===== src/rtl/shift_code_pkg.sv =====
// rtl/shift_code_pkg.sv - shared mode constants, checker state type and code successor functions
// Contents:
//   MODE_JOHNSON / MODE_RING : values for the RING parameter
//   chk_state_t              : checker lock state machine encoding
//   johnson_succ / ring_succ : next code word for an n-bit twisted / plain ring counter
package shift_code_pkg;

    localparam int MODE_JOHNSON = 0;
    localparam int MODE_RING    = 1;

    // Widest code word the helper functions handle; callers zero-extend into
    // this width and truncate the result back to their own N.
    localparam int MAX_N = 32;

    typedef enum logic [1:0] {
        HUNT   = 2'd0,
        SYNC   = 2'd1,
        LOCKED = 2'd2
    } chk_state_t;

    // Twisted-ring step: shift right, inverted LSB enters at bit n-1.
    function automatic logic [MAX_N-1:0] johnson_succ(input logic [MAX_N-1:0] c, input int n);
        logic [MAX_N-1:0] r;
        r        = c >> 1;
        r[n-1]   = ~c[0];
        return r;
    endfunction

    // Plain ring step: rotate right within the low n bits.
    function automatic logic [MAX_N-1:0] ring_succ(input logic [MAX_N-1:0] c, input int n);
        logic [MAX_N-1:0] r;
        r        = c >> 1;
        r[n-1]   = c[0];
        return r;
    endfunction

endpackage


===== src/rtl/shift_code_checker_classify.sv =====
// rtl/shift_code_checker_classify.sv - combinational legality check and position decode of one code word
// Module shift_code_classify
//   code  : code word to classify
//   legal : code is reachable from the reference word (all-zeros or SEED)
//   idx   : smallest step count from the reference word, 0 when illegal
module shift_code_classify
    import shift_code_pkg::*;
#(
    parameter int             N    = 4,
    parameter int             RING = MODE_JOHNSON,
    parameter logic [N-1:0]   SEED = 4'b1001
) (
    input  logic [N-1:0]            code,
    output logic                    legal,
    output logic [$clog2(2*N)-1:0]  idx
);

    localparam int IW = $clog2(2*N);

    // Walk the counter from its reference word and take the first hit. In ring
    // mode only N steps are searched, so a SEED with a shorter rotational
    // period still reports its smallest rotation count.
    always_comb begin
        logic [N-1:0] walk;
        legal = 1'b0;
        idx   = '0;
        walk  = (RING == MODE_RING) ? SEED : '0;
        for (int i = 0; i < 2*N; i++) begin
            if (!legal && (walk == code) && ((RING != MODE_RING) || (i < N))) begin
                legal = 1'b1;
                idx   = IW'(i);
            end
            walk = (RING == MODE_RING) ? N'(ring_succ(MAX_N'(walk), N))
                                       : N'(johnson_succ(MAX_N'(walk), N));
        end
    end

endmodule


===== config.mk =====
export PLATFORM = sky130hd
export DESIGN_NAME = shift_code_classify
export DESIGN_NICKNAME = d
export VERILOG_FILES = /design/src/rtl/shift_code_pkg.sv /design/src/rtl/shift_code_checker_classify.sv
export SDC_FILE = /design/constraint.sdc
export NUM_CORES = 1
export LEC_CHECK = 0
export BUFFER_PORTS_ARGS = -buffer_cell sky130_fd_sc_hd__buf_2
export CAP_MARGIN = 20
export CORE_AREA = 2 2 39 41
export DETAILED_ROUTE_END_ITERATION = 6
export DIE_AREA = 0 0 41 43
export RECOVER_POWER = 25
export SLEW_MARGIN = 20
export SYNTH_ARGS = -nofsm -noshare
export SYNTH_HDL_FRONTEND = slang
export SYNTH_SLANG_ARGS = --single-unit

===== constraint.sdc =====
create_clock -name vclk -period 0.8
set_input_delay 0.08 -clock vclk [all_inputs]
set_output_delay 0.08 -clock vclk [all_outputs]
set_load 0.05 [all_outputs]

==> results of run 1 <==
-- power by group through the flow --
| stage | clock, µW | sequential [µW] | combinational [µW] |
|---|---|---|---|
| 6_report | 0 | 0 | 238 |
| 4_1_cts | 0 | 0 | 240 |
| 3_3_place_gp | 0 | 0 | 181 |
| 2_1_floorplan | 0 | 0 | 126 |
| 5_1_grt | 0 | 0 | 247 |
| 3_5_place_dp | 0 | 0 | 183 |
-- critical path, cell delays in order --
cell and delay (ns):
buf_8 0.10, mux2_4 0.30, mux2i_4 0.14, buf_6 0.17
-- cells in the final DEF (no fill, tap or decap) --
| cell type | Yosys | routed |
|---|---|---|
| buf_6 | 0 | 6 |
| mux2i_4 | 0 | 3 |
| nand2_1 | 2 | 2 |
| or2_4 | 0 | 2 |
| buf_2 | 0 | 2 |
| buf_8 | 0 | 2 |
| buf_4 | 0 | 2 |
| xnor2_2 | 0 | 1 |
| a21oi_4 | 0 | 1 |
| a21boi_4 | 0 | 1 |
| mux2_4 | 1 | 1 |
-- what timing repair did --
item,4_1_cts,5_1_grt
setup endpoints to repair,4,4
buffers inserted,0,0
resized for setup,21,0
cloned,0,0
pin swaps,0,1
-- worst min-delay path by stage --
stage | depth (start not counted) | endpoint | slack [ns]
global route | 4 | idx[0] | 0.57
CTS | 4 | idx[0] | 0.56
floorplan | 1 | idx[1] | 0.28
detailed placement | 4 | idx[0] | 0.62
finish | 4 | idx[0] | 0.55
global placement | 4 | idx[0] | 0.62
-- final cells by class --
type                       count  area [µm²]
multi-input combinational     11       158.9
fill                         159        1082
tap                           16       20.02
timing repair buffer          12       122.6
-- cells by family (layout without fill, tap and decap cells) --
group | Yosys count | count (layout)
compound gates | 2 | 2
xor+xnor | 1 | 1
buf+inv | 0 | 12
mux | 4 | 4
simple gates | 4 | 4
-- per-stage QoR --
| stage | area [µm²] | total power, µW | TNS, ns | worst slack (ns) | util, % |
|---|---|---|---|---|---|
| floorplan | 133.9 | 126.1 | -0.03468 | -0.02077 | - |
| global placement | 224.0 | 181.2 | -0.7558 | -0.2081 | 16.18 |
| detailed placement | 224.0 | 182.9 | -0.7750 | -0.2116 | 16.18 |
| CTS | 301.5 | 240.4 | -0.2017 | -0.08103 | 21.79 |
| global route | 301.5 | 246.7 | -0.2393 | -0.08903 | 21.79 |
| finish | 301.5 | 237.5 | -0.1675 | -0.07476 | 21.79 |
-- routing by layer --
| metal | wire (µm) | part of all wire (%) | vias to the layer above | global-route usage [%] |
|---|---|---|---|---|
| met5 | 0 | 0 | - | 0 |
| li1 | - | - | 64 | - |
| met4 | 0 | 0 | 0 | 0 |
| met1 | 82 | 29 | 62 | 2.540 |
| met2 | 182 | 65 | 3 | 6.250 |
| met3 | 16 | 5.7 | 0 | 0 |
==> run metrics, run 1 <==
status=finished with violations; violated checks=negative setup slack; All-Layer GR Usage=2.800%; routed vias/inst=3.308; DP Cell Count=39; Cells after Synth=11; global route overflow=0; number of max-cap violations=0; CP Data Arrival Time=0.79 ns; Int Pwr=117.7 µW; Worst EP required=0.72 ns; minimum clock period=0.8748 ns; sw frac=50.42%; Post-Route WL=281 µm; worst rel slew slack=86.57%; core area=1384 µm²; leading area contributor after synthesis=mux2i_1; Comb power frac=100.0%; Syn Std Cell Area=86.33 µm²; part of the power in registers=0%; DR pass1 iterations=1; compound-cell area share of the yosys netlist=14.49%; Synthesized Nets=15; top-area cell type share of the netlist area=34.78%; top achievable clock speed=1143 MHz; XOR/XNOR share of the synthesized area=10.14%; Initial Util=6.239%; Net count, final=29; RSZ-0062 raised after global routing=true; Final period util=109.3%; slew of the pin with the lowest slew margin=0.2009 ns; layout cells sized above 1=91.30%; Synth Area in Adders=0%; area delta synth->final=249.3%; hold buffers post-CTS=0; mux contribution to synthesized area=52.17%; vias in the first global route=113; worst setup margin=-0.07476 ns; Worst Hold Launch=code[2]; Seq/Total Area, Yosys=0%; Reg area=0 µm²; clkbuf count=0; routed via count=129; Hold Path Class=in2out; row cnt=14; count leader, synth=mux2i_1; first-pass GRT wire length=372 µm; Buffers on Ports=8; dominant cells by area after synthesis=mux2i_1 (35%), mux2_4 (17%), xnor2_1 (10%); simple-gate area share of the yosys netlist=23.19%; Final Max Tran Viols=0; P per Cell Area=787.6 nW/µm²; Die ar.=1763 µm²; Hold Fails Final Rpt=0; Setup CP Type=in2out; DRT antenna net count=0; final setup vio count=4; die height=43 µm; Worst Path Max Fanout=4; largest family of logic cells by synthesized area=multiplexers; P_sw=119.8 µW; kind of start point of the critical path=input pin; Ys Warns=0; top cells by count, synth=mux2i_1 (3), nand2_1 (2); CP endpoint kind=primary output; routed len/inst=7.205 µm; Remaining DRCs=0; I/O Pins=8; Worst setup endpoint=legal; largest net degree at the start of global routing=7; initial antenna violation count=0; Leak=0.0001227 µW; sequential cells=0; Worst VDD drop=0.00009856 V; Synth cell types=8; GP Congestion=0.5396; # diodes=0; fin cells=39; launch point of the worst path=code[3]; DP HPWL=246.8 µm; 1st-iter DRT viols=0; Avg Cell Area, Syn=7.848 µm²; clock group share of total power=0%; die width=41 µm; final hold slack=0.5542 ns
Power figures use the tool's default switching activity.
==> inputs of run 2 (changes only) <==
--- a/config.mk
+++ b/config.mk
@@ -6,4 +6,5 @@
 export NUM_CORES = 1
 export LEC_CHECK = 0
+export ABC_CLOCK_PERIOD_IN_PS = 800
 export BUFFER_PORTS_ARGS = -buffer_cell sky130_fd_sc_hd__buf_2
 export CAP_MARGIN = 20
@@ -11,4 +12,5 @@
 export DETAILED_ROUTE_END_ITERATION = 6
 export DIE_AREA = 0 0 41 43
+export PLACE_DENSITY = 0.33
 export RECOVER_POWER = 25
 export SLEW_MARGIN = 20
==> constraint.sdc (replaced) <==
create_clock -name vclk -period 0.8
set_input_delay 0.12 -clock vclk [all_inputs]
set_output_delay 0.12 -clock vclk [all_outputs]
set_load 0.05 [all_outputs]
==> run 2 against run 1 <==
  * The run still ends with negative setup slack left
  * Setup slack lost 0.084 ns
  * Core utilization grew 0.90 points
  * Critical path type unchanged
  * Cell area grew 4.1%
  * Critical path depth is the same
  * Maximum frequency shrank 8.8%
  * Sequential share of layout area is the same
  * Largest power group unchanged
  * Sequential cell count is the same
  * Final cell count grew 2.6%
  * Global-route usage grew 2.2 points
  * Largest cell class unchanged
==> run metrics, run 2 (same netlist as run 1, synthesis figures left out) <==
sequential cells=0; DP HPWL=255.8 µm; kind of start point of the critical path=input pin; Leak=0.0001286 µW; CP endpoint kind=primary output; Buffers on Ports=8; Worst EP required=0.68 ns; Post-Route WL=312 µm; initial antenna violation count=0; global route overflow=0; routed len/inst=7.800 µm; violated checks=negative setup slack; Worst Path Max Fanout=5; slew of the pin with the lowest slew margin=0.1999 ns; first-pass GRT wire length=648 µm; worst rel slew slack=86.41%; number of max-cap violations=0; final hold slack=0.6295 ns; die width=41 µm; Hold Fails Final Rpt=0; fin cells=40; Remaining DRCs=0; minimum clock period=0.9592 ns; commonest non-fill, non-tap cell in the layout=buf_4; status=finished with violations; clkbuf count=0; worst setup margin=-0.1592 ns; most frequent cells in the layout=buf_4 (5), buf_6 (4), buf_8 (3); die height=43 µm; Die ar.=1763 µm²; Hold Path Class=in2out; layout cells sized above 1=91.67%; total power=249.3 µW; P per Cell Area=793.7 nW/µm²; 1st-iter DRT viols=0; All-Layer GR Usage=5.010%; routed vias/inst=3.250; area delta synth->final=263.8%; Initial Util=6.239%; DRT antenna net count=0; Net count, final=30; CP Data Arrival Time=0.84 ns; DP Cell Count=39; final setup vio count=4; Final Max Tran Viols=0; Worst VDD drop=0.0002403 V; routed via count=130; Reg area=0 µm²; hold buffers post-CTS=0; filler cell count=147; Setup CP Type=in2out; vias in the first global route=145; RSZ-0062 raised after global routing=true; row cnt=14; I/O Pins=8; core area=1384 µm²; largest net degree at the start of global routing=7; DR pass1 iterations=1; # diodes=0; top achievable clock speed=1043 MHz; Final period util=119.9%; GP Congestion=0.6490
[run 2: cell types whose count changed in the layout (fill, tap and decap cells not counted), sizes merged]
cell / before / now
buf: 12 / 13
[run 2: through the flow]
step                TNS (ns)  worst slack (ns)  area (µm²)  utilization (%)
global route         -0.6124           -0.1759       314.1            22.69
finish               -0.5112           -0.1592       314.1            22.69
floorplan            -0.2217           -0.1008       138.9                -
detailed placement    -1.022           -0.3038       229.0            16.55
global placement     -0.9688           -0.2938       229.0            16.55
CTS                  -0.5247           -0.1611       310.3            22.42
[run 2: repair_timing]
item / in CTS / in global routing
gates resized for setup: 19 / 1
buffers inserted: 1 / 0
pin swaps: 2 / 1
setup endpoints to repair: 4 / 4
[run 2: layout make-up]
cell class | count | area (µm²) | area share, %
multi-input cells | 11 | 161.4 | 51.39
repair buffers | 13 | 132.6 | 42.23
well taps | 16 | 20.02 | 6.375
[run 2: routing by layer]
layer,wire length [µm],part of all wire [%],vias to the layer above,track usage (%)
met2,138,44,8,8.125
li1,-,-,65,-
met4,0,0,0,0
met3,29,9.3,0,0
met1,144,46,57,7.668
met5,0,0,-,0
[run 2: worst max-delay path: stages]
cell     delay, ns
buf_8         0.10
mux2_4        0.30
mux2i_4       0.14
buf_6         0.18
[run 2: path summary, 6_finish.rpt]
kind | start | endpoint | slack (ns) | cells after the start
min | code[2] | idx[0] | 0.63 | 4
max | code[3] | legal | -0.16 | 4
[run 2: power breakdown]
group | internal [µW] | switching [µW] | total [µW]
registers | 0 | 0 | 0
logic | 126 | 123 | 249
clock network | 0 | 0 | 0
total | 126 | 123 | 249
